==> config.mk <==
export PLATFORM = sky130hd
export DESIGN_NAME = cim_weight_loader
export DESIGN_NICKNAME = d
export VERILOG_FILES = /design/src/rtl/cim_pkg.sv /design/src/rtl/cim_wr_timer.sv /design/src/rtl/cim_weight_loader.sv
export SDC_FILE = /design/constraint.sdc
export NUM_CORES = 1
export LEC_CHECK = 0
export BUFFER_PORTS_ARGS = -buffer_cell sky130_fd_sc_hd__buf_4
export CAP_MARGIN = 30
export CORE_MARGIN = 4
export CORE_UTILIZATION = 50
export CTS_CLUSTER_DIAMETER = 200
export CTS_CLUSTER_SIZE = 30
export DETAILED_ROUTE_END_ITERATION = 10
export PLACE_DENSITY = 0.76
export SLEW_MARGIN = 20
export SYNTH_ARGS = -nofsm -noshare
export SYNTH_HDL_FRONTEND = slang
export SYNTH_SLANG_ARGS = --single-unit
export TNS_END_PERCENT = 20
==> constraint.sdc <==
create_clock -name clk -period 2.8 [get_ports clk]
set_input_delay 0 -clock clk [delete_from_list [all_inputs] [get_ports clk]]
set_output_delay 0 -clock clk [all_outputs]
set_load 0.05 [all_outputs]
==> src/rtl/cim_pkg.sv <==
// -----------------------------------------------------------------------------
// cim_pkg
// Shared constants and helpers for the CIM weight-loading path.
//   CIM_ROWS   : rows per bank (width of the WA0/WA1 strobes)
//   CIM_DW     : weight word width (width of D)
//   CIM_HALF_W : width of one readback half-word (D is split low/high)
//   ST_*       : loader FSM state codes
//   row_onehot : one-hot write strobe for a row index
// -----------------------------------------------------------------------------
package cim_pkg;

    localparam int CIM_ROWS   = 8;
    localparam int CIM_DW     = 24;
    localparam int CIM_HALF_W = 12;
    localparam int CIM_ROW_W  = 3;

    typedef logic [2:0] ld_state_t;

    localparam ld_state_t ST_IDLE   = 3'd0;
    localparam ld_state_t ST_ACCEPT = 3'd1;
    localparam ld_state_t ST_SETUP  = 3'd2;
    localparam ld_state_t ST_PULSE  = 3'd3;
    localparam ld_state_t ST_HOLD   = 3'd4;
    localparam ld_state_t ST_CHECK  = 3'd5;

    function automatic logic [CIM_ROWS-1:0] row_onehot(input logic [CIM_ROW_W-1:0] row);
        logic [CIM_ROWS-1:0] oh;
        oh      = {CIM_ROWS{1'b0}};
        oh[row] = 1'b1;
        return oh;
    endfunction

endpackage

==> src/rtl/cim_wr_timer.sv <==
// -----------------------------------------------------------------------------
// cim_wr_timer
// Loadable down-counter used to time the SETUP / PULSE / HOLD phases.
//   clk      : clock, rising edge
//   rst      : synchronous active-high reset
//   load     : load load_val into the counter this cycle
//   load_val : phase length minus one
//   zero     : counter is at zero (current phase ends this cycle)
// The counter saturates at zero so an idle timer stays quiet.
// -----------------------------------------------------------------------------
module cim_wr_timer #(
    parameter int CW = 8
) (
    input  logic          clk,
    input  logic          rst,
    input  logic          load,
    input  logic [CW-1:0] load_val,
    output logic          zero
);

    logic [CW-1:0] cnt_q;
    logic [CW-1:0] cnt_d;

    // Next count: load wins, otherwise count down and stop at zero.
    always_comb begin
        cnt_d = cnt_q;
        if (load) begin
            cnt_d = load_val;
        end else if (cnt_q != {CW{1'b0}}) begin
            cnt_d = cnt_q - {{(CW-1){1'b0}}, 1'b1};
        end else begin
            cnt_d = cnt_q;
        end
    end

    // Counter register.
    always_ff @(posedge clk) begin
        if (rst) begin
            cnt_q <= {CW{1'b0}};
        end else begin
            cnt_q <= cnt_d;
        end
    end

    assign zero = (cnt_q == {CW{1'b0}});

endmodule

==> src/rtl/cim_weight_loader.sv <==
// -----------------------------------------------------------------------------
// cim_weight_loader
// Write sequencer in front of cim_array: takes a valid/ready stream of weight
// words and writes them to rows 0..ROWS-1 of one bank, with D held stable for
// a setup phase, a one-hot WA strobe phase and a hold phase per row.
//
// Ports:
//   clk, rst          : clock and synchronous active-high reset
//   start, start_bank : begin a bank fill (sampled only when idle)
//   in_valid/in_ready : weight word handshake, in_data carries the word
//   busy              : fill in progress
//   done              : one-cycle pulse after the last row's hold
//   D, WA0, WA1       : cim_array write data and per-bank row strobes
// Optional (macro CIM_LOADER_READBACK_EN):
//   rb_wb0_a/_b, rb_wb1_a/_b : array readback (stored data inverted)
//   err                      : sticky readback mismatch flag
// All outputs come straight from flops.
// -----------------------------------------------------------------------------
module cim_weight_loader
    import cim_pkg::*;
#(
    parameter int ROWS      = CIM_ROWS,
    parameter int DW        = CIM_DW,
    parameter int SETUP_CYC = 1,
    parameter int PULSE_CYC = 1,
    parameter int HOLD_CYC  = 1
) (
    input  logic                   clk,
    input  logic                   rst,
    input  logic                   start,
    input  logic                   start_bank,
    input  logic                   in_valid,
    output logic                   in_ready,
    input  logic [DW-1:0]          in_data,
    output logic                   busy,
    output logic                   done,
`ifdef CIM_LOADER_READBACK_EN
    input  logic [ROWS*DW/2-1:0]   rb_wb0_a,
    input  logic [ROWS*DW/2-1:0]   rb_wb0_b,
    input  logic [ROWS*DW/2-1:0]   rb_wb1_a,
    input  logic [ROWS*DW/2-1:0]   rb_wb1_b,
    output logic                   err,
`endif
    output logic [DW-1:0]          D,
    output logic [ROWS-1:0]        WA0,
    output logic [ROWS-1:0]        WA1
);

    localparam int                ROW_W    = $clog2(ROWS);
    localparam logic [ROW_W-1:0]  LAST_ROW = ROW_W'(ROWS - 1);
    localparam logic [7:0]        SETUP_LD = 8'(SETUP_CYC - 1);
    localparam logic [7:0]        PULSE_LD = 8'(PULSE_CYC - 1);
    localparam logic [7:0]        HOLD_LD  = 8'(HOLD_CYC - 1);

    ld_state_t        state_q, state_d;
    logic [ROW_W-1:0] row_q, row_d;
    logic             bank_q, bank_d;
    logic [DW-1:0]    d_q, d_d;
    logic             busy_q, busy_d;
    logic             done_q, done_d;
    logic             in_ready_q, in_ready_d;
    logic [ROWS-1:0]  wa0_q, wa0_d;
    logic [ROWS-1:0]  wa1_q, wa1_d;
    logic [ROWS-1:0]  strobe_s;

    logic             tmr_load_s;
    logic [7:0]       tmr_val_s;
    logic             tmr_zero_s;

`ifdef CIM_LOADER_READBACK_EN
    logic             err_q, err_d;
    logic             rb_bad_s;
    logic [ROWS*DW/2-1:0] rb_a_s;
    logic [ROWS*DW/2-1:0] rb_b_s;
    int               rb_lsb_s;

    // Readback compare for the row just written: array returns ~data.
    always_comb begin
        if (bank_q) begin
            rb_a_s = rb_wb1_a;
            rb_b_s = rb_wb1_b;
        end else begin
            rb_a_s = rb_wb0_a;
            rb_b_s = rb_wb0_b;
        end
        rb_lsb_s = int'(row_q) * CIM_HALF_W;
        rb_bad_s = (rb_a_s[rb_lsb_s +: CIM_HALF_W] != ~d_q[CIM_HALF_W-1:0]) ||
                   (rb_b_s[rb_lsb_s +: CIM_HALF_W] != ~d_q[DW-1:CIM_HALF_W]);
    end
`endif

    cim_wr_timer #(.CW(8)) u_timer (
        .clk      (clk),
        .rst      (rst),
        .load     (tmr_load_s),
        .load_val (tmr_val_s),
        .zero     (tmr_zero_s)
    );

    // Main FSM: phase sequencing, row/bank bookkeeping and data capture.
    always_comb begin
        state_d    = state_q;
        row_d      = row_q;
        bank_d     = bank_q;
        d_d        = d_q;
        busy_d     = busy_q;
        done_d     = 1'b0;
        tmr_load_s = 1'b0;
        tmr_val_s  = 8'd0;
`ifdef CIM_LOADER_READBACK_EN
        err_d      = err_q;
`endif
        case (state_q)
            ST_IDLE: begin
                if (start) begin
                    bank_d  = start_bank;
                    row_d   = {ROW_W{1'b0}};
                    busy_d  = 1'b1;
                    state_d = ST_ACCEPT;
`ifdef CIM_LOADER_READBACK_EN
                    err_d   = 1'b0;
`endif
                end else begin
                    state_d = ST_IDLE;
                end
            end
            ST_ACCEPT: begin
                if (in_valid && in_ready_q) begin
                    d_d        = in_data;
                    state_d    = ST_SETUP;
                    tmr_load_s = 1'b1;
                    tmr_val_s  = SETUP_LD;
                end else begin
                    state_d = ST_ACCEPT;
                end
            end
            ST_SETUP: begin
                if (tmr_zero_s) begin
                    state_d    = ST_PULSE;
                    tmr_load_s = 1'b1;
                    tmr_val_s  = PULSE_LD;
                end else begin
                    state_d = ST_SETUP;
                end
            end
            ST_PULSE: begin
                if (tmr_zero_s) begin
                    state_d    = ST_HOLD;
                    tmr_load_s = 1'b1;
                    tmr_val_s  = HOLD_LD;
                end else begin
                    state_d = ST_PULSE;
                end
            end
            ST_HOLD: begin
                if (tmr_zero_s) begin
`ifdef CIM_LOADER_READBACK_EN
                    state_d = ST_CHECK;
`else
                    if (row_q == LAST_ROW) begin
                        done_d  = 1'b1;
                        busy_d  = 1'b0;
                        state_d = ST_IDLE;
                    end else begin
                        row_d   = row_q + {{(ROW_W-1){1'b0}}, 1'b1};
                        state_d = ST_ACCEPT;
                    end
`endif
                end else begin
                    state_d = ST_HOLD;
                end
            end
`ifdef CIM_LOADER_READBACK_EN
            ST_CHECK: begin
                if (rb_bad_s) begin
                    err_d = 1'b1;
                end else begin
                    err_d = err_q;
                end
                if (row_q == LAST_ROW) begin
                    done_d  = 1'b1;
                    busy_d  = 1'b0;
                    state_d = ST_IDLE;
                end else begin
                    row_d   = row_q + {{(ROW_W-1){1'b0}}, 1'b1};
                    state_d = ST_ACCEPT;
                end
            end
`endif
            default: begin
                state_d = ST_IDLE;
                busy_d  = 1'b0;
            end
        endcase
    end

    // Registered outputs are decoded from the next state so they line up
    // with the state they belong to.
    always_comb begin
        in_ready_d = (state_d == ST_ACCEPT);
        strobe_s   = row_onehot(row_d);
        if (state_d == ST_PULSE) begin
            if (bank_d) begin
                wa0_d = {ROWS{1'b0}};
                wa1_d = strobe_s;
            end else begin
                wa0_d = strobe_s;
                wa1_d = {ROWS{1'b0}};
            end
        end else begin
            wa0_d = {ROWS{1'b0}};
            wa1_d = {ROWS{1'b0}};
        end
    end

    // State and output registers.
    always_ff @(posedge clk) begin
        if (rst) begin
            state_q    <= ST_IDLE;
            row_q      <= {ROW_W{1'b0}};
            bank_q     <= 1'b0;
            d_q        <= {DW{1'b0}};
            busy_q     <= 1'b0;
            done_q     <= 1'b0;
            in_ready_q <= 1'b0;
            wa0_q      <= {ROWS{1'b0}};
            wa1_q      <= {ROWS{1'b0}};
`ifdef CIM_LOADER_READBACK_EN
            err_q      <= 1'b0;
`endif
        end else begin
            state_q    <= state_d;
            row_q      <= row_d;
            bank_q     <= bank_d;
            d_q        <= d_d;
            busy_q     <= busy_d;
            done_q     <= done_d;
            in_ready_q <= in_ready_d;
            wa0_q      <= wa0_d;
            wa1_q      <= wa1_d;
`ifdef CIM_LOADER_READBACK_EN
            err_q      <= err_d;
`endif
        end
    end

    assign D        = d_q;
    assign WA0      = wa0_q;
    assign WA1      = wa1_q;
    assign in_ready = in_ready_q;
    assign busy     = busy_q;
    assign done     = done_q;
`ifdef CIM_LOADER_READBACK_EN
    assign err      = err_q;
`endif

endmodule

# ---- Word-level counts from Yosys, hierarchy flattened
# Cells that the tools add are included.
dict set report totals {
  in_bits 29
  wordCells 65
  ff_bits 58
}
dict set report classes {
  n_reduce_logical 13
  n_bitwise 5
  add_sub_neg 2
  n_eq_ne 10
  order_cmp 2
  mux 23
}
# op n
set op_table {}
lappend op_table {{3-bit two-way mux} 5}
lappend op_table {{3-bit case mux with 5 select lines} 1}
lappend op_table {{1-bit two-way mux} 12}
lappend op_table {{3-bit OR reduction} 4}
lappend op_table {{3-bit by 2-bit equality test with 1-bit output (second input constant)} 3}
lappend op_table {{8-bit logical NOT} 1}
lappend op_table {{8-bit nonzero test} 1}
lappend op_table {{8-bit by 1-bit subtractor with 8-bit output (second input constant)} 1}
lappend op_table {{3-bit by 1-bit equality test with 1-bit output (second input constant)} 2}
lappend op_table {{3-bit equality test (second input constant)} 2}
lappend op_table {{2-bit inequality test (second input constant)} 3}
lappend op_table {{3-bit case mux with 2 select lines} 1}
lappend op_table {{1-bit inverter} 5}
lappend op_table {{3-bit by 4-bit < comparator with 1-bit output (second input constant)} 1}
lappend op_table {{4-bit AND reduction} 1}
lappend op_table {{2-bit OR reduction} 2}
lappend op_table {{3-bit by 1-bit adder with 3-bit output (second input constant)} 1}
lappend op_table {{1-bit demux with 3-bit select} 1}
lappend op_table {{3-bit by 1-bit greater-or-equal comparator with 1-bit output (second input constant)} 1}
lappend op_table {{3-bit logical NOT} 1}
lappend op_table {{1-bit case mux with 3 select lines} 1}
lappend op_table {{1-bit logical AND} 2}
lappend op_table {{2-bit two-way mux} 1}
lappend op_table {{1-bit case mux with 2 select lines} 1}
lappend op_table {{2-bit AND reduction} 1}

# ---- Logic depth before layout (Yosys ltp)
dict set report depth {
  depth_word 8
  mapped_depth 7
  depth_no_buf 7
}

# ---- Hierarchy
# From an unflattened synthesis, not the netlist that was laid out.
dict set report unflattened {
  hier_cells 275
  hier_area_um2 2432.3
}
# mod area_each_um2 instances cells_each seq_area_each_um2
set modules_own_cells {}
lappend modules_own_cells {cim_weight_loader 1956.9 1 222 1001.0}
lappend modules_own_cells {cim_wr_timer 475.5 1 53 160.2}

# ---- Worst setup path before layout
# OpenSTA, ideal clock, no wires.
dict set report synth_path {
  path_kind {register to register}
  start {register u_timer.cnt_q[0]}
  end {register wa0_q[0] (netlist: WA0[0])}
  setup_slack_ps 706
  path_buffers 0
  t_arrival_ps 2014
  setup_ps 80
  path_stages_with_launch 8
  t_required_ps 2720
  cell_sequence {dfxtp_1 -> inv_1 -> ha_1 -> nor3b_1 -> a211oi_1 -> nor4_1 -> a2bb2oi_1 -> nor3_1}
}
dict set report synth_between {
  elab_chain_cells 7
}
# element line_no
set synth_lines {}
lappend synth_lines {{start: declaration} cim_wr_timer.sv:21} ;# logic [CW-1:0] cnt_q;
lappend synth_lines {{start signal: assignment} cim_wr_timer.sv:39} ;# cnt_q <= {CW{1'b0}};
lappend synth_lines {{start signal: assignment} cim_wr_timer.sv:41} ;# cnt_q <= cnt_d;
lappend synth_lines {{8-bit logical NOT (*)} cim_wr_timer.sv:45} ;# assign zero = (cnt_q == {CW{1'b0}});
lappend synth_lines {{3-bit two-way mux} cim_weight_loader.sv:156} ;# if (tmr_zero_s) begin
lappend synth_lines {{3-bit case mux with 2 select lines} cim_weight_loader.sv:113} ;# case (state_q)
lappend synth_lines {{3-bit by 4-bit < comparator with 1-bit output (not written as such) / 3-bit by 1-bit greater-or-equal comparator with 1-bit output (equally long branches)} cim_pkg.sv:29} ;# oh[row] = 1'b1;
lappend synth_lines {{1-bit logical AND (not written as such)} cim_pkg.sv:29}
lappend synth_lines {{1-bit two-way mux (not written as such)} cim_pkg.sv:29}
lappend synth_lines {{1-bit demux with 3-bit select} cim_pkg.sv:29}
lappend synth_lines {{end signal: assignment} cim_weight_loader.sv:226} ;# wa0_q <= {ROWS{1'b0}};
lappend synth_lines {{end signal: assignment} cim_weight_loader.sv:239} ;# wa0_q <= wa0_d;
lappend synth_lines {{end: declaration} cim_weight_loader.sv:62} ;# logic [ROWS-1:0] wa0_q, wa0_d;
# Every way passes the cells marked *; elsewhere a longest branch is shown, timed or not.
# A chain may end at the register's enable or synchronous reset.

# ---- Worst setup path after layout
dict set report layout_path {
  start {register u_timer.cnt_q[0]}
  end {register wa0_q[1] (netlist: WA0[1])}
}
# Same word-level chain as after synthesis.

==> impl_metrics.json <==
{
  "fin_cells": 419,
  "crit_chain": "inv_1 -> ha_1 -> nor3b_1 -> a211oi_1 -> nor4_1 -> a2bb2oi_1 -> buf_4 -> nor3_1",
  "drv_slew": 0,
  "status": "finished, final reports clean",
  "grt_max_degree": 37,
  "area_growth_pct": 44.6,
  "cp.arrival_ps": 2600,
  "cts_root_buffer": "clkbuf_8",
  "die_w_um": 75.4,
  "crit_path_end": "WA0[1]",
  "synth_common_cells": "nand2_1, dfxtp_1, a21oi_1, nor3_1, clkbuf_1",
  "clock_insertion_delay_worst_skew_ps": 340,
  "pin_count": 72,
  "p_sw_uw": 692,
  "gp_congestion": 0.807,
  "core_sq_um": 4380,
  "seqPwrFrac_pct": 42.5,
  "die_area_sq_um": 5690,
  "fin_crit_ps": 2340,
  "cts_inserted_buffers": 9,
  "drtAntennaViolNets": 0,
  "antenna_found_initial": 0,
  "drtIter0Drc": 114,
  "fmax_ghz": 0.427,
  "r2r_end": "WA0[1]",
  "io_buffer_count": 71,
  "tritoncts": "yes",
  "synth_edf_count": 0,
  "multi_input_area_sq_um": 1030,
  "grt_usage_pct": 23.5,
  "clk_pin_slew_ps": 70,
  "cts_resized": 0,
  "netlist_area_sq_um": 2270,
  "internal_power_mw": 1.53,
  "path_delay_family": "simple AND/OR/NAND/NOR gates",
  "end_kind": "flip-flop",
  "vias": 2213,
  "regArea_sq_um": 1160,
  "ys_seq_area_share_pct": 51.1,
  "synth_most_common_cell": "nand2_1",
  "combPwrFrac_pct": 24.2,
  "synthesis.yosys.warnings": 0,
  "synth.largest_area_cell": "dfxtp_1",
  "clkPwrFrac_pct": 33.3,
  "place_inst": 378,
  "synth-async-reset-ratio_pct": 0,
  "initial_core_util_pct": 51.9,
  "dp_hpwl_um": 3750,
  "critPathRequiredTime_ps": 3060,
  "startpoint": "u_timer.cnt_q[0]",
  "n_fill_cell": 312,
  "final.setup.tns_ps": 0,
  "crit_cells": 8,
  "htree_levels": 3,
  "worst_pin_slew_ps": 770,
  "crit_path_max_incr_delay_ps": 700,
  "synth_fp_nets": 298,
  "drc": 0,
  "p_leak_nw": 1.35,
  "grt_overflow_total": 0,
  "power_density_nw_per_um2": 675,
  "wl_per_cell_um": 15.3,
  "synth_seq_cells": 58,
  "slew_headroom_pct": 48.2,
  "first_pass_iters": 4,
  "setup_violations": 0,
  "cp_max_fo": 8,
  "critPathSlowestCell": "nor4_1",
  "path_class": "reg2reg",
  "fin_skew_ps": 13.4,
  "fin_nets": 393,
  "fp.dieH_um": 75.4,
  "synthTopCellsByArea": "dfxtp_1, nand2_1, a21oi_1",
  "dpl_worst_slack_ps": 470,
  "rows": 24,
  "finalHoldViolCount": 0,
  "antenna_cells": 0,
  "critPathLaunchType": "flip-flop",
  "clockBufferDepth": 2,
  "rr_startpoint": "u_timer.cnt_q[0]",
  "ir_drop_v": 0.000418,
  "drive_above_1_share_pct": 28.3,
  "r2r_slack_ps": 460,
  "rsz0062_at_grt": "false",
  "yosysUniqueCellTypes": 35,
  "synthCells": 267,
  "syn_area_per_cell_sq_um": 8.51,
  "cap_violations": 0,
  "setup_slack_ps": 459,
  "synth_top_area_share_pct": 51.1,
  "switching_share_pct": 31.2,
  "worstHoldPathType": "in2reg",
  "synth-main-ff-cell": "dfxtp_1",
  "reg2reg_depth": 8,
  "cts.sinks": 58,
  "grt_pass1_vias": 2131,
  "viasPerCell": 5.28,
  "wl_um": 6420,
  "period_share_pct": 83.6,
  "grt_pass1_wl_um": 9980,
  "cp.buffers_inverters": 2
}
worst reg2reg max path: cells and delay by family, from the launching register on:
family	cells	cell delay, ps
simple gates	3	1160
flops	1	330
buf+inv	2	290
fa+ha+maj	1	250
compound gates	2	250
power groups by stage:
stage	clock network, mW	logic, mW	registers (mW)
floorplan	0	0.327	0.993
global placement	0	0.494	0.955
detailed placement	0	0.502	0.957
CTS	0.736	0.533	0.940
global route	0.779	0.584	0.951
finish	0.739	0.537	0.942
state kept, by name (all words and copies together), names as in the netlist:
signal	cells
D	24
WA0	8
WA1	8
u_timer.cnt_q	8
row_q	3
state_q	3
bank_q	1
busy	1
done	1
in_ready	1
cells in the final DEF (no fill, tap or decap), types with 2 or more instances in the layout:
cell	instances
a211oi_1	3
a21oi_1	33
clkbuf_8	9
a31oi_1	3
or2_2	2
clkinv_2	2
nor2_1	12
nand2b_1	4
nor4b_2	2
inv_1	4
nand2_1	59
o21ai_0	7
nor3b_1	2
nand3_1	6
or3_1	4
ha_1	2
buf_4	77
clkbuf_1	2
or3b_2	2
nor4_1	4
a211o_1	2
dlygate4sd3_1	25
xor2_1	3
clkinvlp_4	2
nor3_1	22
dfxtp_1	58
xnor2_1	3
logic make-up after synthesis:
family | count (synthesis) | synth area share (%)
AND/OR/NAND/NOR | 124 | 27.0
flip-flops | 58 | 51.1
AO/OA/AOI/OAI | 54 | 14.3
buffers and inverters | 22 | 3.80
XOR/XNOR | 6 | 2.31
adder cells (fa/ha/maj) | 2 | 1.10
multiplexers | 1 | 0.440
area by class of cell:
class | count | area share (%)
Sequential cell | 58 | 35.3
Multi-Input combinational cell | 187 | 31.4
Timing Repair Buffer | 102 | 25.2
Clock buffer | 11 | 4.00
Tap cell | 52 | 1.98
Clock inverter | 5 | 1.67
Inverter | 4 | 0.457
routing by layer:
metal	vias to the layer above	global-route usage, %	part of all wire [%]
met5	-	0	0
li1	1107	-	-
met2	69	40.1	50
met1	1021	26.8	40
met3	16	5.80	6.1
met4	0	12.8	3.3
repair_timing:
action / CTS / global route
buffers inserted: 0 / 0
hold endpoints to repair: 25 / 0
hold buffers: 25 / 0
per-stage QoR:
stage	hold WS, ps	area (sq um)	utilization (%)	power [mW]
after floorplan	136	2270	-	1.32
after global placement	246	2850	65.0	1.45
after detailed placement	257	2850	65.0	1.46
after CTS	62.3	3290	75.0	2.21
after global routing	86.2	3290	75.0	2.31
final	67.9	3290	75.0	2.22
how the worst min path moves through the flow:
stage	depth (start not counted)	slack [ps]	endpoint	start
6_report	2	70	state_q[2]	rst
5_1_grt	2	90	state_q[2]	rst
4_1_cts	2	60	bank_q	rst
3_5_place_dp	3	260	D[19]	in_data[19]
3_3_place_gp	3	250	D[17]	in_data[17]
2_1_floorplan	2	140	D[2]	in_data[2]
(Power assumes the default switching activity.)
